--- src/rtl/cache_pkg.sv ---
// cache_pkg
//   Shared types and constants for the cache miss controller: the FSM state
//   encoding, field widths of the CPU word address and line store, and the
//   bit positions of the tag/index/offset fields inside a CPU address.
package cache_pkg;

  localparam int TAG_W   = 9;
  localparam int IDX_W   = 5;
  localparam int LINE_W  = 64;
  localparam int WORD_W  = 16;
  localparam int DATA_W  = WORD_W;
  localparam int OFF_W   = 2;
  localparam int ADDR_W  = TAG_W + IDX_W + OFF_W;
  localparam int LADDR_W = TAG_W + IDX_W;
  localparam int CNT_W   = 16;

  // Field slice positions within cpu_addr: [15:7] tag, [6:2] index, [1:0] offset
  localparam int OFF_LSB = 0;
  localparam int IDX_LSB = OFF_LSB + OFF_W;
  localparam int TAG_LSB = IDX_LSB + IDX_W;

  typedef enum logic [2:0] {
    IDLE,
    COMPARE,
    WB,
    FILL,
    ALLOC,
    RESP
  } state_e;

endpackage

--- src/rtl/cache_word_merge.sv ---
// cache_word_merge
//   Combinational word select / word merge on a 64-bit cache line.
//   Word k occupies bits [16k+15:16k].
//   Ports:
//     line   in  LINE_W  source line
//     off    in  OFF_W   word offset k
//     word   in  WORD_W  word to merge into slot k
//     merged out LINE_W  line with slot k replaced by word
//     sel    out WORD_W  word currently in slot k of line
module cache_word_merge
  import cache_pkg::*;
(
  input  logic [LINE_W-1:0] line,
  input  logic [OFF_W-1:0]  off,
  input  logic [WORD_W-1:0] word,
  output logic [LINE_W-1:0] merged,
  output logic [WORD_W-1:0] sel
);

  always_comb begin
    merged                       = line;
    merged[off*WORD_W +: WORD_W] = word;
    sel                          = line[off*WORD_W +: WORD_W];
  end

endmodule

--- src/rtl/cache_miss_ctrl.sv ---
// cache_miss_ctrl
//   Single-outstanding-request cache controller between a 16-bit CPU word port
//   and a 2-way set-associative line store. Probes the store, writes back a
//   dirty victim, fills from main memory, allocates, and answers the CPU.
//   Ports:
//     clk, rst                   clock, asynchronous active-high reset
//     cpu_re/we/addr/wdata       CPU request (sampled only while cpu_ready)
//     cpu_ready/done/rdata       CPU handshake and read data
//     c_addr/re/we/toggle/wdirty line-store control, c_wdata line to write
//     c_rdata/tag/hit/dirty      line-store probe response
//     mem_re/we/addr/wdata       main-memory line transaction (held to mem_rdy)
//     mem_rdata/rdy              main-memory response
//     hit_cnt/miss_cnt           saturating statistics
//     mem_err                    sticky memory timeout flag
//   All outputs decode from registered state only.
module cache_miss_ctrl
  import cache_pkg::*;
#(
  parameter int MEM_TIMEOUT = 255
) (
  input  logic               clk,
  input  logic               rst,
  input  logic               cpu_re,
  input  logic               cpu_we,
  input  logic [ADDR_W-1:0]  cpu_addr,
  input  logic [WORD_W-1:0]  cpu_wdata,
  output logic               cpu_ready,
  output logic               cpu_done,
  output logic [WORD_W-1:0]  cpu_rdata,
  output logic [LADDR_W-1:0] c_addr,
  output logic               c_re,
  output logic               c_we,
  output logic               c_toggle,
  output logic               c_wdirty,
  output logic [LINE_W-1:0]  c_wdata,
  input  logic [LINE_W-1:0]  c_rdata,
  input  logic [TAG_W-1:0]   c_tag,
  input  logic               c_hit,
  input  logic               c_dirty,
  output logic               mem_re,
  output logic               mem_we,
  output logic [LADDR_W-1:0] mem_addr,
  output logic [LINE_W-1:0]  mem_wdata,
  input  logic [LINE_W-1:0]  mem_rdata,
  input  logic               mem_rdy,
  output logic [CNT_W-1:0]   hit_cnt,
  output logic [CNT_W-1:0]   miss_cnt,
  output logic               mem_err
);

  localparam int WCNT_W = $clog2(MEM_TIMEOUT + 1);
  localparam logic [WCNT_W-1:0] TMO = WCNT_W'(MEM_TIMEOUT);

  state_e              state_q, state_d;
  logic [ADDR_W-1:0]   req_addr_q;
  logic [WORD_W-1:0]   req_wdata_q;
  logic                req_wr_q;
  logic                hit_q;
  logic [LINE_W-1:0]   line_q;     // victim/hit line after COMPARE, fill line after FILL
  logic [TAG_W-1:0]    vtag_q;
  logic [WCNT_W-1:0]   wait_q;
  logic [CNT_W-1:0]    hit_cnt_q, miss_cnt_q;
  logic                mem_err_q;

  logic                mem_wait;
  logic                mem_tmo;
  logic                mem_done;
  logic [LINE_W-1:0]   merged_line;
  logic [WORD_W-1:0]   sel_word;
  logic [LADDR_W-1:0]  req_laddr;

  function automatic logic [CNT_W-1:0] sat_inc(input logic [CNT_W-1:0] v);
    return (v == {CNT_W{1'b1}}) ? v : v + 1'b1;
  endfunction

  assign req_laddr = req_addr_q[ADDR_W-1:IDX_LSB];
  assign mem_wait  = (state_q == WB) || (state_q == FILL);
  // A timeout completes the memory transaction exactly as mem_rdy would.
  assign mem_tmo   = mem_wait && !mem_rdy && (wait_q == TMO);
  assign mem_done  = mem_wait && (mem_rdy || (wait_q == TMO));

  cache_word_merge u_merge (
    .line   (line_q),
    .off    (req_addr_q[OFF_LSB +: OFF_W]),
    .word   (req_wdata_q),
    .merged (merged_line),
    .sel    (sel_word)
  );

  always_ff @(posedge clk or posedge rst) begin
    if (rst) begin
      state_q    <= IDLE;
      wait_q     <= '0;
      hit_cnt_q  <= '0;
      miss_cnt_q <= '0;
      mem_err_q  <= 1'b0;
    end else begin
      state_q <= state_d;
      // Counter runs only while stalled in WB/FILL; any other cycle (including
      // the transition into WB or FILL) leaves it at zero.
      if (mem_wait && !mem_done) wait_q <= wait_q + 1'b1;
      else                       wait_q <= '0;
      if (state_q == COMPARE) begin
        if (c_hit) hit_cnt_q  <= sat_inc(hit_cnt_q);
        else       miss_cnt_q <= sat_inc(miss_cnt_q);
      end
      if (mem_tmo) mem_err_q <= 1'b1;
    end
  end

  // Request and line data carry no reset; they are always written before use.
  always_ff @(posedge clk) begin
    if (state_q == IDLE && (cpu_re || cpu_we)) begin
      req_addr_q  <= cpu_addr;
      req_wdata_q <= cpu_wdata;
      req_wr_q    <= cpu_we;
    end
    if (state_q == COMPARE) begin
      line_q <= c_rdata;
      vtag_q <= c_tag;
      hit_q  <= c_hit;
    end
    if (state_q == FILL && mem_done) line_q <= mem_rdata;
  end

  always_comb begin
    state_d   = state_q;
    cpu_ready = 1'b0;
    cpu_done  = 1'b0;
    cpu_rdata = '0;
    c_addr    = '0;
    c_re      = 1'b0;
    c_we      = 1'b0;
    c_toggle  = 1'b0;
    c_wdirty  = 1'b0;
    c_wdata   = '0;
    mem_re    = 1'b0;
    mem_we    = 1'b0;
    mem_addr  = '0;
    mem_wdata = '0;
    unique case (state_q)
      IDLE: begin
        cpu_ready = 1'b1;
        if (cpu_re || cpu_we) state_d = COMPARE;
      end
      COMPARE: begin
        c_re   = 1'b1;
        c_addr = req_laddr;
        if (c_hit)        state_d = RESP;
        else if (c_dirty) state_d = WB;
        else              state_d = FILL;
      end
      WB: begin
        mem_we    = 1'b1;
        mem_addr  = {vtag_q, req_addr_q[IDX_LSB +: IDX_W]};
        mem_wdata = line_q;
        if (mem_done) state_d = FILL;
      end
      FILL: begin
        mem_re   = 1'b1;
        mem_addr = req_laddr;
        if (mem_done) state_d = ALLOC;
      end
      ALLOC: begin
        c_we     = 1'b1;
        c_toggle = 1'b1;
        c_addr   = req_laddr;
        c_wdirty = req_wr_q;
        c_wdata  = req_wr_q ? merged_line : line_q;
        state_d  = RESP;
      end
      RESP: begin
        cpu_done = 1'b1;
        if (!req_wr_q) begin
          cpu_rdata = sel_word;
        end else if (hit_q) begin
          // Misses already stored the merged line in ALLOC.
          c_we     = 1'b1;
          c_wdirty = 1'b1;
          c_addr   = req_laddr;
          c_wdata  = merged_line;
        end
        state_d = IDLE;
      end
      default: state_d = IDLE;
    endcase
  end

  assign hit_cnt  = hit_cnt_q;
  assign miss_cnt = miss_cnt_q;
  assign mem_err  = mem_err_q;

endmodule

--- config.mk ---
export PLATFORM = sky130hd
export DESIGN_NAME = cache_miss_ctrl
export DESIGN_NICKNAME = d
export VERILOG_FILES = /design/src/rtl/cache_pkg.sv /design/src/rtl/cache_word_merge.sv /design/src/rtl/cache_miss_ctrl.sv
export SDC_FILE = /design/constraint.sdc
export NUM_CORES = 1
export LEC_CHECK = 0
export CAP_MARGIN = 10
export CORE_MARGIN = 3
export CORE_UTILIZATION = 44
export CTS_CLUSTER_DIAMETER = 150
export CTS_CLUSTER_SIZE = 30
export DETAILED_ROUTE_END_ITERATION = 8
export GPL_ROUTABILITY_DRIVEN = 0
export GPL_TIMING_DRIVEN = 0
export PLACE_DENSITY = 0.82
export SYNTH_ARGS = -nofsm -noshare
export SYNTH_HDL_FRONTEND = slang
export SYNTH_HIERARCHICAL = 1
export SYNTH_SLANG_ARGS = --single-unit
export TNS_END_PERCENT = 1
--- constraint.sdc ---
create_clock -name clk -period 5 [get_ports clk]
set_input_delay 1 -clock clk [delete_from_list [all_inputs] [get_ports clk]]
set_output_delay 1 -clock clk [all_outputs]
set_load 0.05 [all_outputs]
---- Word level (Yosys, flattened, before mapping) ----
Index checks and enable logic that the tools add are counted.
cells by class
  div/mod/pow operators ................... 0
  add/sub/neg operators ................... 4
  multiplexer cells ....................... 31
  bitwise logic cells ..................... 3
  magnitude comparators ................... 0
  equality and inequality tests ........... 11
  shifts and indexed selects .............. 3
  multiply operators ...................... 0
  reductions and logical operators ........ 17
operators with widths
  kind                                                                      count
  64-bit 2-to-1 mux                                                         6
  64-bit one-hot mux with 2 select lines                                    1
  64-bit bitwise mux                                                        1
  16-bit by 34-bit variable shift with 64-bit output, first input constant  1
  16-bit by 34-bit variable part select with 64-bit output                  1
  64-bit by 7-bit variable part select with 16-bit output                   1
  14-bit one-hot mux with 2 select lines                                    2
  6-bit negator with 34-bit output                                          1
  16-bit by 1-bit adder with 16-bit output, second input constant           2
  16-bit == test, second input constant                                     2
  16-bit 2-to-1 mux                                                         2
  14-bit 2-to-1 mux                                                         2
  3-bit one-hot mux with 5 select lines                                     1
  3-bit 2-to-1 mux                                                          4
  1-bit 2-to-1 mux                                                          9
  3-bit AND reduction                                                       3
  8-bit by 1-bit adder with 8-bit output, second input constant             1
  8-bit == test, second input constant                                      1
  8-bit 2-to-1 mux                                                          1
  3-bit by 2-bit == test with 1-bit output, second input constant           2
  3-bit == test, second input constant                                      2
  1-bit logical AND                                                         6
  2-bit inequality test, second input constant                              2
  1-bit one-hot mux with 2 select lines                                     2
  8 further kinds                                                           13
storage, ports and cells
  output and inout bits ................... 213
  memories kept ........................... 0
  memory bits (read-only) ................. 0
  RAM bits ................................ 0
  flip-flop bits (word level) ............. 151
  bits in latches ......................... 0
  logic and storage cells ................. 80

---- Longest topological paths before layout ----
Gate-level depths: netlist of run 1.
  depth in word-level cells ............... 6
  gate-level depth with buffers ........... 13
  mapped depth without buffers ............ 7

---- By module ----
Netlist of run 1, hierarchy kept.
modules (own cells, without submodules)
  module            cells an instance  area an instance (um2)  sequential area each (um2)  times used
  cache_miss_ctrl   621                7,661.1                 4,314.1                     1
  cache_word_merge  214                1,629.1                 0.0                         1

---- Least setup slack after synthesis of run 1 ----
Ideal clock, no wire load.
  path kind ............................... flip-flop to flip-flop
  from .................................... register state_q[0]
  to ...................................... register line_q[0], enable pin
  arrival time ............................ 4.337 ns
  setup slack ............................. 0.232 ns
  path buffers ............................ 3
  stages on the path, launching flop included .. 7
  data required time ...................... 4.568 ns
  cells stage by stage .................... dfrtp_1 buf_4 inv_1 clkbuf_1 clkbuf_1 nor3_1 nand2b_1
between the ends
  longest elaborated chain between the ends .. 5
  elaborated cells between the ends (all ways) .. 7
  classes of those cells .................. eq/ne (3); reduce/logical (4)
RTL lines
  element                                                      line                                           RTL
  start: declaration                                           cache_miss_ctrl.sv:54                          state_e state_q, state_d;
  start signal: assignment                                     cache_miss_ctrl.sv:98                          state_q <= state_d;
  3-bit by 2-bit == test with 1-bit output (on tied branches)  cache_miss_ctrl.sv:77, cache_miss_ctrl.sv:123
  1-bit logical OR                                             cache_miss_ctrl.sv:77                          assign mem_wait = (state_q == WB) || (state_q == FILL);
  1-bit logical AND                                            cache_miss_ctrl.sv:80                          assign mem_done = mem_wait && (mem_rdy || (wait_q == TMO));
  1-bit logical AND                                            cache_miss_ctrl.sv:123                         if (state_q == FILL && mem_done) line_q <= mem_rdata;
  2-bit nonzero test (no source line) *                        n/a
  end signal: assignment                                       cache_miss_ctrl.sv:119                         line_q <= c_rdata;
  end signal: assignment                                       cache_miss_ctrl.sv:123
  end: declaration                                             cache_miss_ctrl.sv:59                          logic [LINE_W-1:0] line_q;
Every way passes the cells marked *; elsewhere a longest branch is shown, timed or not.
A chain may end at the register's enable or synchronous reset.

---- Final worst setup path of run 1 ----
  from .................................... register req_addr_q[0]
  to ...................................... output port c_wdata[31]
between the ends
  longest elaborated chain between the ends .. 6
  elaborated cells between the ends (all ways) .. 8
  classes of those cells .................. add/sub (1); shift (2); mux (5)
RTL lines
  element                                                                                                                                line                    RTL
  start: declaration                                                                                                                     cache_miss_ctrl.sv:55   logic [ADDR_W-1:0] req_addr_q;
  start signal: assignment                                                                                                               cache_miss_ctrl.sv:114  req_addr_q <= cpu_addr;
  6-bit negator with 34-bit output *                                                                                                     cache_word_merge.sv:22  merged[off*WORD_W +: WORD_W] = word;
  16-bit by 34-bit variable part select with 64-bit output / 16-bit by 34-bit variable shift with 64-bit output (equally long branches)  cache_word_merge.sv:22
  64-bit bitwise mux *                                                                                                                   cache_word_merge.sv:22
  named net merged_line[31]                                                                                                              cache_miss_ctrl.sv:68   logic [LINE_W-1:0] merged_line;
  64-bit 2-to-1 mux                                                                                                                      cache_miss_ctrl.sv:176  end else if (hit_q) begin
  64-bit 2-to-1 mux                                                                                                                      cache_miss_ctrl.sv:174  if (!req_wr_q) begin
  64-bit one-hot mux with 2 select lines *                                                                                               cache_miss_ctrl.sv:141  unique case (state_q)
  end: declaration                                                                                                                       cache_miss_ctrl.sv:35   output logic [LINE_W-1:0] c_wdata,
The timed path passes the listed nets; every way through them passes the cells marked *.

==> results of run 1 <==
-- through the flow --
stage / instances / hold WS [ps] / instance area, um2 / total power [mW] / util, %
final: 1526 / 489 / 14100 / 8.05 / 69.0
after global routing: 1526 / 501 / 14100 / 8.33 / 69.0
after CTS: 1526 / 486 / 14200 / 8.01 / 69.1
after detailed placement: 1495 / 480 / 13600 / 6.70 / 66.3
after global placement: 1493 / 458 / 13500 / 6.64 / 65.9
after floorplan: 835 / 455 / 9290 / 5.02 / -
-- final timing paths --
check,endpoint,slack [ps],depth (start not counted)
setup / recovery,c_wdata[31],-50,11
hold / removal,wait_q[0],490,1
setup reg to reg,line_q[51],1580,7
hold reg to reg,wait_q[0],490,1
max in group asynchronous,wait_q[4],3600,3
min in group asynchronous,miss_cnt[9],900,2
-- cells in the final DEF, fill, tap and decap left out, drive strengths merged, types with 30 or more instances in the layout --
cell type / n
nand3: 30
mux2: 68
o22ai: 32
inv: 66
and2: 35
and3: 66
edfxtp: 107
clkbuf: 77
clkdlybuf4s50: 333
a22o: 79
dfrtp: 44
nand2: 47
nor2: 38
-- worst reg2reg max path, stage by stage (launching register included) --
cell      delay (ps)
dfrtp_1          360
buf_4            160
inv_1            420
nor2_1           200
nand2_1          180
clkbuf_1         600
buf_2            430
nand2b_4         520
-- area by class of cell --
class                           instances  area [um2]  area share [%]
Multi-Input combinational cell        555        4440            31.4
Sequential cell                       151        4310            30.5
Timing Repair Buffer                  390        3870            27.4
Clock buffer                           17         425            3.01
Buffer                                 70         343            2.42
Tap cell                              270         338            2.39
Inverter                               57         214            1.51
Clock inverter                         15         196            1.39
Antenna cell                            1        2.50          0.0177
-- routing by layer --
metal,vias to the layer above,GRT usage (%)
met2,658,50.9
met5,-,0
met3,120,8.71
met4,0,12.6
met1,4331,39.4
li1,3952,-
-- repair_timing --
action / CTS / global route
hold buffers: 0 / 0
gates resized for setup: 42 / 57
setup endpoints to repair: 61 / 58
-- cell families (layout without fill, tap and decap cells) --
family | count (synthesis) | in the layout | synth area share [%]
AND/OR/NAND/NOR | 271 | 271 | 16.0
other | 0 | 1 | 0
flip-flops | 151 | 151 | 46.4
AO/OA/AOI/OAI | 150 | 150 | 14.2
adder cells (fa/ha/maj) | 8 | 8 | 1.08
XOR/XNOR | 32 | 32 | 3.02
buffers and inverters | 129 | 549 | 6.05
multiplexers | 94 | 94 | 13.2
-- state kept, by name, indices dropped and copies added (netlist names) --
signal,cells
hit_cnt,16
wait_q,8
miss_cnt,16
state_q,3
vtag_q,9
mem_err,1
req_wr_q,1
hit_q,1
line_q,64
req_wdata_q,16
req_addr_q,16
-- report_power, final --
part / switching, mW / total, mW / internal (mW) / leakage, nW
registers: 0.456 / 2.31 / 1.86 / 1.59
logic: 2.89 / 4.38 / 1.50 / 4.07
clock network: 0.661 / 1.35 / 0.690 / 0.302
total: 4.00 / 8.05 / 4.05 / 5.96
==> impl_metrics.py, run 1 <==
metrics = {
    "timing": {
        "rsz0062_at_grt": "true",
        "setup_ws_ps": -53.3,
        "hold_violations": 0,
        "worst_pin_slew_ps": 1160,
        "fin_crit_ps": 5050,
        "finalClockSkew_ps": 9.81,
        "post-route-period-util_pct": 101,
        "tns_ps": -76.4,
        "slew_violations": 0,
        "finalSetupViolCount": 2,
        "fmax_ghz": 0.198,
        "max-slew-margin-rel_pct": 22.0,
    },
    "cts": {
        "h-tree-depth": 4,
        "clk_path_buf_depth": 2,
        "cts_made_buffers": 17,
        "cts_root_buf": "clkbuf_16",
        "path_clk_slew_ps": 70,
        "clock_latency_ps": 440,
        "cts_tree": "yes",
        "cts.sinks": 151,
        "post-cts-setup-buffers": 0,
    },
    "floorplanning": {
        "die_x_um": 151,
        "placementRows": 52,
        "start_util_pct": 45.3,
        "fp.dieH_um": 151,
        "pin_count": 389,
        "die_area_um2": 22900,
        "coreArea_um2": 20500,
    },
    "min_path": {
        "min-delay-start": "wait_q[0]",
        "hp-class": "register to register",
    },
    "job": {
        "cap_violations": 0,
    },
    "power_and_ir_drop": {
        "cellLeakagePower_nw": 5.96,
        "p_per_area_nw_per_um2": 569,
        "ir_worst_vdd_v": 0.000408,
    },
    "detailed_routing": {
        "vias": 9061,
        "viasPerCell": 5.94,
        "wl_met3_um": 4220,
        "drt-pass1-iter-count": 6,
        "post-route-drc-count": 0,
        "wire_per_inst_um": 24.5,
        "ant_nets": 0,
        "wl_met1_um": 13900,
        "drtIter0Drc": 1058,
        "dr_wl_met2_um": 17600,
        "wl_um": 37400,
        "highest_layer": "met4",
    },
    "layout": {
        "nets": 1426,
        "area_growth_pct": 52.2,
        "n_fill_cell": 1555,
        "drive_gt1_share_pct": 15.2,
    },
    "synthesis": {
        "synth_edf_count": 107,
        "synth_cells": 835,
        "yosys_register_bits": 151,
        "synth_top_area_share_pct": 34.6,
        "yosysSeqAreaShare_pct": 46.4,
        "synth-main-ff-cell": "edfxtp_1",
        "async_reset_ff_share_pct": 29.1,
        "syn_avg_cell_area_um2": 11.1,
        "synth_area_leaders": "edfxtp_1 (35%), dfrtp_1 (12%), mux2_2 (8.1%), a22o_1 (7.4%), and3_1 (4.4%)",
        "synth_area_leader_cell": "edfxtp_1",
        "synth_common_cells": "edfxtp_1 (107), a22o_1 (79), mux2_2 (67), and3_1 (66), inv_1 (57)",
        "yosysWarningCount": 6,
        "synth.most_common_cell": "edfxtp_1",
        "synth.distinct_cells": 56,
        "synth_area_um2": 9290,
        "syn-num-nets": 1019,
    },
    "setup_path": {
        "crit_arrival_ps": 4050,
        "crit_type": "register to primary output",
        "start_kind": "register",
        "critPathLaunch": "req_addr_q[0]",
        "critical_path_required_ps": 4000,
        "crit_path_end_kind": "primary output",
        "timing.rr.start": "state_q[0]",
        "cp_slowest_stage_delay_ps": 840,
        "crit_buf_inv": 7,
        "crit_chain": "buf_4, buf_2, buf_4, inv_1, ha_1, or3b_2, buf_2, buf_6, o22ai_1, a22o_1, clkdlybuf4s50_1",
        "cp_slowest_cell": "clkdlybuf4s50_1",
        "crit_family": "buffers and inverters",
        "critical_path_peak_fanout": 10,
    },
    "global_routing": {
        "grt_pass1_vias": 8662,
        "grt_max_degree": 65,
        "grt_pass1_wl_um": 53100,
        "grt_use_total_pct": 31.3,
        "antenna_found_initial": 1,
        "grt.overflow.total": 0,
    },
    "run_status": {
        "violations": "negative setup slack",
        "status": "finished, violations left",
    },
    "place": {
        "dp_slack_ps": -112,
        "place.port_buffers": 388,
        "dp_hpwl_um": 28600,
    },
}
Note: power is estimated with default switching activity, not from simulation.
==> inputs of run 2 (changes only) <==
--- a/config.mk
+++ b/config.mk
@@ -5,6 +5,7 @@
 export SDC_FILE = /design/constraint.sdc
 export NUM_CORES = 1
 export LEC_CHECK = 0
+export ABC_CLOCK_PERIOD_IN_PS = 5600
 export CAP_MARGIN = 10
 export CORE_MARGIN = 3
 export CORE_UTILIZATION = 44
==> constraint.sdc (replaced) <==
create_clock -name clk -period 5.6 [get_ports clk]
set_input_delay 1.12 -clock clk [delete_from_list [all_inputs] [get_ports clk]]
set_output_delay 1.12 -clock clk [all_outputs]
set_load 0.05 [all_outputs]
==> impl_metrics.py, run 2 (synthesis gave the netlist of run 1 again) <==
metrics = {
    "detailed_routing": {
        "post-route-drc-count": 0,
        "wire_per_inst_um": 24.5,
        "viasPerCell": 5.93,
        "vias": 9049,
        "ant_nets": 0,
        "drt-pass1-iter-count": 6,
        "wl_um": 37400,
        "drtIter0Drc": 988,
    },
    "cts": {
        "cts_tree": "yes",
        "cts.sinks": 151,
        "cts_root_buf": "clkbuf_16",
        "clock_latency_ps": 430,
        "path_clk_slew_ps": 70,
        "cts_made_buffers": 17,
        "hold_buffers": 0,
        "h-tree-depth": 4,
        "clk_path_buf_depth": 2,
        "post-cts-setup-buffers": 0,
        "cts.repair.resized": 1,
    },
    "setup_path": {
        "timing.rr.start": "state_q[0]",
        "crit_type": "register to primary output",
        "cp_slowest_stage_delay_ps": 820,
        "critical_path_required_ps": 4480,
        "crit_chain": "buf_4, buf_2, buf_2, inv_1, ha_1, buf_6, nor4bb_1, clkbuf_1, buf_4, a22o_1, a22o_1, clkdlybuf4s50_1",
        "start_kind": "register",
        "crit_buf_inv": 8,
        "crit_path_end_kind": "primary output",
        "critical_path_peak_fanout": 10,
        "critPathLaunch": "req_addr_q[0]",
        "crit_family": "buffers and inverters",
        "crit_arrival_ps": 4390,
        "cp_slowest_cell": "clkdlybuf4s50_1",
    },
    "layout": {
        "regArea_um2": 4310,
        "final_cell_mix": "clkdlybuf4s50_1 (381), edfxtp_1 (107), a22o_1 (79), mux2_2 (67), and3_1 (66)",
        "multi_input_area_um2": 4440,
        "area_growth_pct": 53.0,
        "final_common_cell": "clkdlybuf4s50_1",
        "drive_gt1_share_pct": 13.8,
        "num_antenna_cells": 0,
        "instances_no_fill": 1526,
        "nets": 1427,
        "n_fill_cell": 1534,
        "largest_reg_flops": 64,
        "regMostFlops": "line_q",
    },
    "timing": {
        "hold_violations": 0,
        "finalClockSkew_ps": 8.99,
        "fin_crit_ps": 5510,
        "post-route-period-util_pct": 98.4,
        "max-slew-margin-rel_pct": 15.7,
        "slew_violations": 0,
        "rsz0062_at_grt": "false",
        "worst_pin_slew_ps": 1250,
        "fmax_ghz": 0.181,
        "finalSetupViolCount": 0,
        "tns_ps": 0,
    },
    "global_routing": {
        "grt_use_total_pct": 31.2,
        "grt_pass1_vias": 8670,
        "grt.overflow.total": 0,
        "grt_max_degree": 65,
        "grt_pass1_wl_um": 52800,
        "antenna_found_initial": 1,
    },
    "place": {
        "place.port_buffers": 388,
        "dp_hpwl_um": 28600,
        "dp_cells": 1495,
    },
    "power_and_ir_drop": {
        "cellLeakagePower_nw": 5.68,
        "total_power_mw": 7.23,
        "ir_worst_vdd_v": 0.000364,
        "p_per_area_nw_per_um2": 509,
    },
    "min_path": {
        "min-delay-start": "wait_q[0]",
        "hp-class": "register to register",
    },
    "floorplanning": {
        "fp.dieH_um": 151,
        "die_x_um": 151,
        "die_area_um2": 22900,
        "pin_count": 389,
        "start_util_pct": 45.3,
        "placementRows": 52,
        "coreArea_um2": 20500,
    },
    "run_status": {
        "status": "completed",
    },
    "job": {
        "cap_violations": 0,
    },
}
==> run 2: cell count changes in the layout (fill, tap and decap cells not counted), sizes merged <==
cell,change
dlygate4sd2,-15
clkdlybuf4s15,-4
dlymetal6s2s,-11
clkbuf,-16
clkdlybuf4s50,+48
clkdlybuf4s18,-1
diode,-1
==> run 2: path summary, 6_finish.rpt <==
kind / to / slack [ps] / cells past startpoint
setup / recovery: c_wdata[9] / 90 / 12
min in group asynchronous: miss_cnt[9] / 1020 / 2
hold reg to reg: wait_q[0] / 490 / 1
hold / removal: wait_q[0] / 490 / 1
setup reg to reg: line_q[51] / 2100 / 6
max in group asynchronous: wait_q[4] / 4090 / 3
==> run 2: layer usage <==
layer	up-vias	global-route usage (%)	routed length, um
met4	0	13.6	1840
met3	135	9.31	4400
li1	3958	-	-
met5	-	0	0
met1	4309	38.8	13600
met2	647	50.4	17500
==> run 2: cell type report <==
type                       count  share of cell area (%)
buffer                        71                    2.42
clock buffer                  17                    2.99
clock inverter                15                    1.38
inverter                      57                    1.51
multi-input combinational    555                    31.2
sequential                   151                    30.3
tap                          270                    2.38
timing repair buffer         390                    27.8
==> run 2: metrics by stage <==
stage | area, um2 | setup slack (ps) | hold WS (ps) | utilization, %
after global routing | 14200 | 5.18 | 501 | 69.4
final | 14200 | 88.6 | 488 | 69.4
after floorplan | 9290 | 832 | 455 | -
after detailed placement | 13600 | 368 | 480 | 66.3
after global placement | 13500 | 3.54 | 458 | 65.9
after CTS | 14200 | 134 | 486 | 69.3
==> run 2: worst reg2reg max path: cells and delay by family, from the launching register on <==
kind,cells,cell delay [ps]
AND/OR/NAND/NOR,2,1680
buffers and inverters,4,1030
flip-flops,1,330
==> run 2: where the power goes <==
part / internal [mW] / switching (mW)
clock network: 0.616 / 0.587
logic: 1.38 / 2.58
registers: 1.66 / 0.410
